$ cat config.mk
export PLATFORM = sky130hd
export DESIGN_NAME = kyber_cmd_arbiter
export DESIGN_NICKNAME = d
export VERILOG_FILES = /design/src/rtl/kyber_pkg.sv /design/src/rtl/kyber_rr_pick.sv /design/src/rtl/kyber_cmd_arbiter.sv
export SDC_FILE = /design/constraint.sdc
export NUM_CORES = 1
export LEC_CHECK = 0
export ABC_AREA = 1
export BUFFER_PORTS_ARGS = -buffer_cell sky130_fd_sc_hd__buf_2
export CAP_MARGIN = 20
export CORE_ASPECT_RATIO = 1.25
export CORE_MARGIN = 2
export CORE_UTILIZATION = 54
export CTS_CLUSTER_SIZE = 14
export DETAILED_ROUTE_END_ITERATION = 8
export GPL_ROUTABILITY_DRIVEN = 0
export GPL_TIMING_DRIVEN = 0
export PLACE_DENSITY = 0.89
export SLEW_MARGIN = 25
export SYNTH_ARGS = -nofsm -noshare
export SYNTH_HDL_FRONTEND = slang
export SYNTH_HIERARCHICAL = 1
export SYNTH_SLANG_ARGS = --single-unit
$ cat constraint.sdc
create_clock -name clk -period 2.2 [get_ports clk]
set_input_delay 0 -clock clk [delete_from_list [all_inputs] [get_ports clk]]
set_output_delay 0 -clock clk [all_outputs]
set_load 0.05 [all_outputs]
$ cat src/rtl/kyber_pkg.sv
// Shared definitions for the Kyber micro-op command path.
// Used by the *_ctrl sequencers, kyber_cmd_arbiter and kyber_top.
//   - Opcode constants (OP_*) and field widths of one micro-op command.
//   - kyber_cmd_t: packed command bundle {op, slot_a, slot_b, param}.
//   - arb_state_e: arbiter FSM encoding.
package kyber_pkg;

  localparam int unsigned CMD_OP_W = 4;
  localparam int unsigned SLOT_W   = 5;
  localparam int unsigned PARAM_W  = 4;
  localparam int unsigned CMD_W    = CMD_OP_W + 2 * SLOT_W + PARAM_W;

  localparam logic [CMD_OP_W-1:0] OP_NOP    = 4'd0;
  localparam logic [CMD_OP_W-1:0] OP_NTT    = 4'd1;
  localparam logic [CMD_OP_W-1:0] OP_INTT   = 4'd2;
  localparam logic [CMD_OP_W-1:0] OP_PWM    = 4'd3;
  localparam logic [CMD_OP_W-1:0] OP_ADD    = 4'd4;
  localparam logic [CMD_OP_W-1:0] OP_SUB    = 4'd5;
  localparam logic [CMD_OP_W-1:0] OP_CBD    = 4'd6;
  localparam logic [CMD_OP_W-1:0] OP_SAMPLE = 4'd7;
  localparam logic [CMD_OP_W-1:0] OP_COMPR  = 4'd8;
  localparam logic [CMD_OP_W-1:0] OP_DECOMP = 4'd9;
  localparam logic [CMD_OP_W-1:0] OP_ENCODE = 4'd10;
  localparam logic [CMD_OP_W-1:0] OP_DECODE = 4'd11;
  localparam logic [CMD_OP_W-1:0] OP_HASH   = 4'd12;
  localparam logic [CMD_OP_W-1:0] OP_COPY   = 4'd13;

  typedef struct packed {
    logic [CMD_OP_W-1:0] op;
    logic [SLOT_W-1:0]   slot_a;
    logic [SLOT_W-1:0]   slot_b;
    logic [PARAM_W-1:0]  param;
  } kyber_cmd_t;

  typedef enum logic [1:0] {
    StIdle  = 2'd0,
    StIssue = 2'd1,
    StWait  = 2'd2,
    StHold  = 2'd3
  } arb_state_e;

endpackage

$ cat src/rtl/kyber_rr_pick.sv
// Combinational round-robin picker.
//   req   : request vector
//   last  : index granted most recently; search starts just after it
//   gnt   : one-hot grant (0 when no request)
//   valid : any request present
module kyber_rr_pick #(
  parameter int unsigned N_REQ = 3,
  localparam int unsigned IdxW = (N_REQ > 2) ? 2 : 1
) (
  input  logic [N_REQ-1:0] req,
  input  logic [IdxW-1:0]  last,
  output logic [N_REQ-1:0] gnt,
  output logic             valid
);

  always_comb begin
    logic        found;
    int unsigned idx;
    gnt   = '0;
    found = 1'b0;
    idx   = 0;
    for (int k = 1; k <= int'(N_REQ); k++) begin
      idx = (int'(last) + k) % N_REQ;
      if (!found && req[idx]) begin
        gnt[idx] = 1'b1;
        found    = 1'b1;
      end
    end
  end

  assign valid = |req;

endmodule

$ cat src/rtl/kyber_cmd_arbiter.sv
// Shares the single kyber_top micro-op command port between N_REQ sequencers.
// One op is buffered per requester; the owner keeps the port for its whole
// sequence (while req_lock is high) because the slot bank is shared state.
// Ports:
//   clk, rst_n                 clock, async active-low reset
//   req_lock/req_cmd_start     per-requester sequence level / op valid pulse
//   req_cmd_op/slot_a/slot_b/param  packed per-requester op fields
//   req_cmd_done, req_gnt      completion pulse to owner, one-hot owner
//   m_cmd_*, m_cmd_start       registered op and start pulse to kyber_top
//   m_cmd_done                 completion pulse from kyber_top
//   err_overrun, err_timeout   error pulses
// Option: define KYBER_ARB_TIMEOUT_EN to enable the m_cmd_done watchdog.
module kyber_cmd_arbiter
  import kyber_pkg::*;
#(
  parameter int unsigned N_REQ          = 3,
  parameter int unsigned TIMEOUT_CYCLES = 65535
) (
  input  logic                    clk,
  input  logic                    rst_n,
  input  logic [N_REQ-1:0]        req_lock,
  input  logic [N_REQ-1:0]        req_cmd_start,
  input  logic [4*N_REQ-1:0]      req_cmd_op,
  input  logic [5*N_REQ-1:0]      req_cmd_slot_a,
  input  logic [5*N_REQ-1:0]      req_cmd_slot_b,
  input  logic [4*N_REQ-1:0]      req_cmd_param,
  output logic [N_REQ-1:0]        req_cmd_done,
  output logic [N_REQ-1:0]        req_gnt,
  output logic [CMD_OP_W-1:0]     m_cmd_op,
  output logic [SLOT_W-1:0]       m_cmd_slot_a,
  output logic [SLOT_W-1:0]       m_cmd_slot_b,
  output logic [PARAM_W-1:0]      m_cmd_param,
  output logic                    m_cmd_start,
  input  logic                    m_cmd_done,
  output logic                    err_overrun,
  output logic                    err_timeout
);

  localparam int unsigned IdxW = (N_REQ > 2) ? 2 : 1;

  arb_state_e       state_q, state_d;
  kyber_cmd_t       req_cmd [N_REQ];
  kyber_cmd_t       pend_q  [N_REQ];
  kyber_cmd_t       pend_d  [N_REQ];
  logic [N_REQ-1:0] pend_v_q, pend_v_d;
  logic [IdxW-1:0]  owner_q, owner_d, rr_ptr_q, rr_ptr_d, pick_idx;
  logic             owner_v_q, owner_v_d;
  kyber_cmd_t       m_cmd_q, m_cmd_d;
  logic             m_start_q, m_start_d;
  logic [N_REQ-1:0] done_q, done_d;
  logic             overrun_q, overrun_d, timeout_q, timeout_d;
  logic [N_REQ-1:0] overrun_hit, cap_ok, pick_gnt;
  logic             pick_valid, timeout_hit, owner_ready;

  always_comb begin
    for (int i = 0; i < int'(N_REQ); i++) begin
      req_cmd[i].op     = req_cmd_op[4*i +: 4];
      req_cmd[i].slot_a = req_cmd_slot_a[5*i +: 5];
      req_cmd[i].slot_b = req_cmd_slot_b[5*i +: 5];
      req_cmd[i].param  = req_cmd_param[4*i +: 4];
    end
  end

  // A start is dropped if that requester already has an op buffered or in flight.
  always_comb begin
    overrun_hit = '0;
    for (int i = 0; i < int'(N_REQ); i++) begin
      overrun_hit[i] = req_cmd_start[i] &
                       (pend_v_q[i] | (owner_v_q && (owner_q == i[IdxW-1:0]) &&
                                       (state_q == StWait)));
    end
  end
  assign cap_ok = req_cmd_start & ~overrun_hit;

  kyber_rr_pick #(
    .N_REQ (N_REQ)
  ) u_rr_pick (
    .req   (pend_v_q),
    .last  (rr_ptr_q),
    .gnt   (pick_gnt),
    .valid (pick_valid)
  );

  always_comb begin
    pick_idx = '0;
    for (int i = 0; i < int'(N_REQ); i++) begin
      if (pick_gnt[i]) pick_idx = i[IdxW-1:0];
    end
  end

  // Owner's op arriving this cycle counts too, so HOLD issues one cycle sooner.
  assign owner_ready = pend_v_q[owner_q] | cap_ok[owner_q];

`ifdef KYBER_ARB_TIMEOUT_EN
  logic [15:0] wd_cnt_q, wd_cnt_d;

  always_comb begin
    wd_cnt_d = wd_cnt_q;
    if (state_q == StIssue)     wd_cnt_d = '0;
    else if (state_q == StWait) wd_cnt_d = wd_cnt_q + 16'd1;
  end

  always_ff @(posedge clk or negedge rst_n) begin
    if (!rst_n) wd_cnt_q <= '0;
    else        wd_cnt_q <= wd_cnt_d;
  end

  // A real completion in the same cycle wins over the watchdog.
  assign timeout_hit = (state_q == StWait) && !m_cmd_done &&
                       (wd_cnt_q == 16'(TIMEOUT_CYCLES));
`else
  logic unused_timeout_cycles;
  assign unused_timeout_cycles = ^TIMEOUT_CYCLES;
  assign timeout_hit = 1'b0;
`endif

  // State register
  always_ff @(posedge clk or negedge rst_n) begin
    if (!rst_n) state_q <= StIdle;
    else        state_q <= state_d;
  end

  // Next-state logic
  always_comb begin
    state_d = state_q;
    unique case (state_q)
      StIdle:  if (pick_valid) state_d = StIssue;
      StIssue: state_d = StWait;
      StWait: begin
        if (m_cmd_done)       state_d = StHold;
        else if (timeout_hit) state_d = StIdle;
      end
      StHold: begin
        if (owner_ready)            state_d = StIssue;
        else if (!req_lock[owner_q]) state_d = StIdle;
      end
      default: state_d = StIdle;
    endcase
  end

  // Output / datapath next values
  always_comb begin
    pend_v_d  = pend_v_q | cap_ok;
    owner_d   = owner_q;
    owner_v_d = owner_v_q;
    rr_ptr_d  = rr_ptr_q;
    m_cmd_d   = m_cmd_q;
    m_start_d = 1'b0;
    done_d    = '0;
    overrun_d = |overrun_hit;
    timeout_d = timeout_hit;
    for (int i = 0; i < int'(N_REQ); i++) begin
      pend_d[i] = cap_ok[i] ? req_cmd[i] : pend_q[i];
    end
    unique case (state_q)
      StIdle: begin
        if (pick_valid) begin
          owner_d   = pick_idx;
          owner_v_d = 1'b1;
          rr_ptr_d  = pick_idx;
        end
      end
      StIssue: begin
        m_cmd_d            = pend_q[owner_q];
        m_start_d          = 1'b1;
        pend_v_d[owner_q]  = 1'b0;
      end
      StWait: begin
        if (m_cmd_done) begin
          done_d[owner_q] = 1'b1;
        end else if (timeout_hit) begin
          done_d[owner_q]   = 1'b1;
          owner_v_d         = 1'b0;
          pend_v_d[owner_q] = 1'b0;
        end
      end
      StHold: begin
        if (!owner_ready && !req_lock[owner_q]) owner_v_d = 1'b0;
      end
      default: ;
    endcase
  end

  always_ff @(posedge clk or negedge rst_n) begin
    if (!rst_n) begin
      pend_v_q  <= '0;
      owner_q   <= '0;
      owner_v_q <= 1'b0;
      rr_ptr_q  <= IdxW'(N_REQ - 1);
      m_cmd_q   <= '0;
      m_start_q <= 1'b0;
      done_q    <= '0;
      overrun_q <= 1'b0;
      timeout_q <= 1'b0;
      for (int i = 0; i < int'(N_REQ); i++) pend_q[i] <= '0;
    end else begin
      pend_v_q  <= pend_v_d;
      owner_q   <= owner_d;
      owner_v_q <= owner_v_d;
      rr_ptr_q  <= rr_ptr_d;
      m_cmd_q   <= m_cmd_d;
      m_start_q <= m_start_d;
      done_q    <= done_d;
      overrun_q <= overrun_d;
      timeout_q <= timeout_d;
      for (int i = 0; i < int'(N_REQ); i++) pend_q[i] <= pend_d[i];
    end
  end

  always_comb begin
    req_gnt = '0;
    if (owner_v_q) req_gnt[owner_q] = 1'b1;
  end

  assign m_cmd_op     = m_cmd_q.op;
  assign m_cmd_slot_a = m_cmd_q.slot_a;
  assign m_cmd_slot_b = m_cmd_q.slot_b;
  assign m_cmd_param  = m_cmd_q.param;
  assign m_cmd_start  = m_start_q;
  assign req_cmd_done = done_q;
  assign err_overrun  = overrun_q;
  assign err_timeout  = timeout_q;

endmodule

* Word level (Yosys, flattened, before mapping)
Index checks and enable logic that the tools add are counted.
Storage, ports and cells: flip-flop bits (word level) 87, input port bits 63, output and inout bits 27
Cells by class: $add $sub $neg 3, divide/modulo/power cells 3, magnitude comparators 9, equal/unequal tests 9, muxes and demuxes 43, bitwise operators 15, reductions and logical operators 25
Operator list (count):
- >= comparator 32 x 1 -> 1 bit, second input constant | 3
- less-than comparator 32 x 3 -> 1 bit, second input constant | 3
- remainder unit 32 x 2 -> 32 bit, second input constant | 3
- binary-select mux 18 bit (select 2 bit) | 1
- two-way mux 18 bit | 2
- two-way mux 3 bit | 7
- two-way mux 1 bit | 16
- logical AND 1 bit | 13
- binary-select mux 1 bit (select 2 bit) | 6
- two-way mux 2 bit | 5
- OR 3 bit | 3
- demux 1 bit (select 2 bit) | 4
- one-hot mux 2 bit (4 select lines) | 1
- adder 2 x 2 -> 3 bit, second input constant | 2
- AND 3 bit | 2
- equality test 2 bit, second input constant | 3
- != test 2 bit, second input constant | 3
- inverter 3 bit | 2
- AND reduction 3 bit | 2
- OR reduction 3 bit | 2
- equality test 2 x 1 -> 1 bit, second input constant | 2
- logical NOT 1 bit | 4
- logical NOT 2 bit | 2
- OR 1 bit | 4
- 10 further kinds | 12

* Depth between registers and ports, before layout
depth in word-level cells 14, gate-level depth with buffers 12, gate-level depth less buffers 12

* Modules after synthesis
Netlist, hierarchy kept.
Modules (own cells, without submodules):
- kyber_cmd_arbiter | instances 1, cells an instance 327, area each 3837.4 µm², seq. area each 2153.3 µm²
- kyber_rr_pick | instances 1, cells an instance 45, area each 234.0 µm², seq. area each 0.0 µm²

* Worst setup path after synthesis
OpenSTA, ideal clock, no wires.
path type register -> register, start reg, netlist name owner_q[0], end reg owner_q[0], arrival time 1646 ps, data required time 2074 ps, path slack 428 ps, stages on the path, launching flop included 13, buffers on the path 0, period minus slack after synthesis 1772 ps, cell sequence dfrtp_1 > inv_1 > ha_1 > inv_2 > nand2_1 > nand2_1 > nand2_1 > nand2_2 > nor2_2 > nand2_1 > nand3_1 > nand3b_1 > o21ai_0
RTL lines:
- end signal, assigned | RTL line kyber_cmd_arbiter.sv:198 | owner_q <= owner_d;
- end, declared | RTL line kyber_cmd_arbiter.sv:46 | logic [IdxW-1:0] owner_q, owner_d, rr_ptr_q, rr_ptr_d, pick_idx;

* Worst setup path in the final report
start reg state_q[0], end reg overrun_q, in the netlist err_overrun
Between the ends: cells in the longest elaborated chain, start to end 5, elaborated cells between the ends (all ways) 11, those cells by class eq/ne: 1; bitwise: 6; reduce/logical: 4
Ends and longest elaborated chain:
- start, declared | RTL line kyber_cmd_arbiter.sv:41 | arb_state_e state_q, state_d;
- start signal, assigned | RTL line kyber_cmd_arbiter.sv:119 | if (!rst_n) state_q <= StIdle;
- start signal, assigned | RTL line kyber_cmd_arbiter.sv:120 | else state_q <= state_d;
- equality test 2 bit * | RTL line kyber_cmd_arbiter.sv:70 | (state_q == StWait)));
- logical AND 1 bit | RTL line kyber_cmd_arbiter.sv:69 | (pend_v_q[i] | (owner_v_q && (owner_q == i[IdxW-1:0]) &&
- OR 1 bit | RTL line kyber_cmd_arbiter.sv:69
- AND 1 bit | RTL line kyber_cmd_arbiter.sv:68 | overrun_hit[i] = req_cmd_start[i] &
- OR reduction 3 bit * | RTL line kyber_cmd_arbiter.sv:150 | overrun_d = |overrun_hit;
- named net overrun_d | RTL line kyber_cmd_arbiter.sv:51 | logic overrun_q, overrun_d, timeout_q, timeout_d;
- end signal, assigned | RTL line kyber_cmd_arbiter.sv:204 | overrun_q <= overrun_d;
- end, declared | RTL line kyber_cmd_arbiter.sv:51
Mark *: on every way through the listed nets, which the timed path passes. The rest lies on a longest branch. A chain may end at the register's enable or synchronous reset.

==> metrics.md <==
| Metric | Value |
|---|---|
| Slew HR | 0.599 |
| Final ANT Viol Nets | 0 |
| TritonCTS Buffers | 9 |
| Fin Setup TNS | 0 ns |
| RSZ-0062 raised after global routing | false |
| Port Buffers | 88 |
| Row cnt | 35 |
| Post-DP HPWL | 6920 um |
| Initial DRC count | between 300 and 400 |
| Final setup violation count | 0 |
| Final Hold Viols | 0 |
| Avg Inst Size Synth | between 10 and 15 um2 |
| Skew final | between 0.01 and 0.015 ns |
| Max Slew Vio Count | 0 |
| Root Buffer | clkbuf_8 |
| First-pass GRT wire length | roughly 18,000 um |
| Fraction of layout cells with a size suffix above 1 | 0.337 |
| Ys Warns | 6 |
| Crit path capture type | flip-flop |
| Clock latency at the later pin of the worst-skew pair | ~0.35 ns |
| Hold Path Depth | 8 |
| Die footprint | 0.00822 mm2 |
| Minimum clock period | about 2 ns |
| Die H | around 100 um |
| GRT Total Usage | 0.300 |
| Via count | between 3,000 and 4,000 |
| Core area | approximately 0.0073 mm2 |
| Crit-path cells | inv_1 > ha_1 > nand4_1 > nand2_1 > a221o_1 > dlygate4sd3_1 |
| Hold WC Path Type | in -> reg |
| Largest net degree at the start of global routing | 49 |
| Vias per inst | 5.61 |
| 1st-pass router iterations | 6 |
| Clock-pin slew on the worst setup and hold paths | 0.08 ns |
| CP max-delay cell | dlygate4sd3_1 |
| Syn Nets | 440 |
| CP peak stage delay | about 0.55 ns |
| Gr ovfl total | 0 |
| Final #Nets | 598 |
| CP required | roughly 2.4 ns |
| CP arrival | between 2 and 2.5 ns |
| Clock sink count | 86 |
| Slew @ Worst Pin | about 0.6 ns |
| Final period util | 0.921 |
| Drt total wl | 11,400 um |
| Power density over the cells | approximately 1500 mW/mm2 |
| Worst reg2reg startpoint | state_q[0]$_DFFE_PN0P_ |
| Residual DRC count | 0 |
| Routed len/inst | around 18 um |
| MaxCap Viol Count | 0 |
| Critical path class | reg -> reg |
| Fin worst setup slack | 0.173 ns |
| Worst min-delay path startpoint | req_lock[2] |
| Setup slack at placement | approximately 0.25 ns |
| I/O pins | 90 |
| Worst-case clock buffer depth | 2 |
| Post-Synthesis Cells | ~370 |
| Mapped cell area | between 0.004 and 0.005 mm2 |
| CP startpoint | state_q[0]$_DFFE_PN0P_ |
| Leak pwr | 0.00272 uW |
| F_max | 493 MHz |
| Worst reg2reg setup slack | 0.17 ns |
| P&R area growth vs syn | 34.1% |
| Reg2reg path depth | 6 |
| CTS tree | done |
| Vias in the first global route | ~3,700 |
| VDD IR max | 0.000928 V |
| Worst-path maximum fanout | 5 |
| CP startpoint kind | flip-flop |
| Initial antenna violation count | 1 |
| Die width | about 81 um |
| Htree depth | 3 |
| Status | finished, final reports clean |
| Initial core utilization | 0.554 |
per-layer routing:
metal | wire length, um | track usage
met4 | 554 | 0.172
met3 | 616 | 0.0573
met2 | 5880 | 0.503
met5 | 0 | 0
met1 | 4330 | 0.357
power breakdown:
part	switching (uW)	internal (uW)
logic	2450	1540
clock network	541	669
registers	539	2370
total	3530	4580
critical path: cells and delay by family, from the launching register on:
family	cells	cell delay, ns
compound gates	1	0.28
fa+ha+maj	1	0.29
buf+inv	2	0.67
flops	1	0.43
simple gates	2	0.25
cell type report:
cell class | instances | area [um2]
antenna | 1 | 2.50
sequential | 86 | 2150
fill | 439 | 1880
timing repair buffer | 147 | 1040
clock buffer | 12 | 145
tap | 92 | 115
clock inverter | 4 | 70.1
buffer | 15 | 114
inverter | 33 | 124
multi-input combinational | 234 | 1670
layout by cell type (no fill, tap or decap), drive strengths merged, types with 10 or more instances in the layout:
cell	instances
buf	98
dfrtp	85
nand2	63
dlygate4sd3	58
mux2	50
nor2	35
inv	32
nand3	22
clkbuf	18
a22oi	10
o21ai	10
worst paths after layout:
| kind | end |
|---|---|
| min in group asynchronous | m_cmd_start$_DFF_PN0_ |
| hold / removal | state_q[0]$_DFFE_PN0P_ |
| setup / recovery | err_overrun$_DFF_PN0_ |
| max in group asynchronous | rr_ptr_q[1]$_DFFE_PN1P_ |
| setup reg to reg | err_overrun$_DFF_PN0_ |
| hold reg to reg | m_cmd_slot_a[1]$_DFFE_PN0P_ |
registers in the layout, indices dropped and copies added (netlist names):
| register | flops |
|---|---|
| pend_q | 54 |
| m_cmd_slot_a | 5 |
| m_cmd_slot_b | 5 |
| m_cmd_op | 4 |
| m_cmd_param | 4 |
| pend_v_q | 3 |
| req_cmd_done | 3 |
| owner_q | 2 |
| state_q | 2 |
| err_overrun | 1 |
| m_cmd_start | 1 |
| owner_v_q | 1 |
| rr_ptr_q | 1 |
timing repair:
action | 4_1_cts | 5_1_grt
buffers inserted | 0 | 0
hold buffers | 58 | 0
endpoints found under the setup margin | 0 | 5
endpoints found under the hold margin | 105 | 0
gates resized for setup | 0 | 4
per-stage QoR:
stage,power [uW],cells,utilization,hold slack [ns],cell area (um2)
final,8110,624,0.743,0.173,5430
after global placement,6420,548,0.630,0.233,4610
after floorplan,5670,368,-,-0.296,4050
after global routing,8570,624,0.743,0.229,5430
after detailed placement,6640,549,0.633,0.0521,4630
after CTS,7940,623,0.742,0.166,5430
No activity file was read; power rests on OpenSTA's default activity.
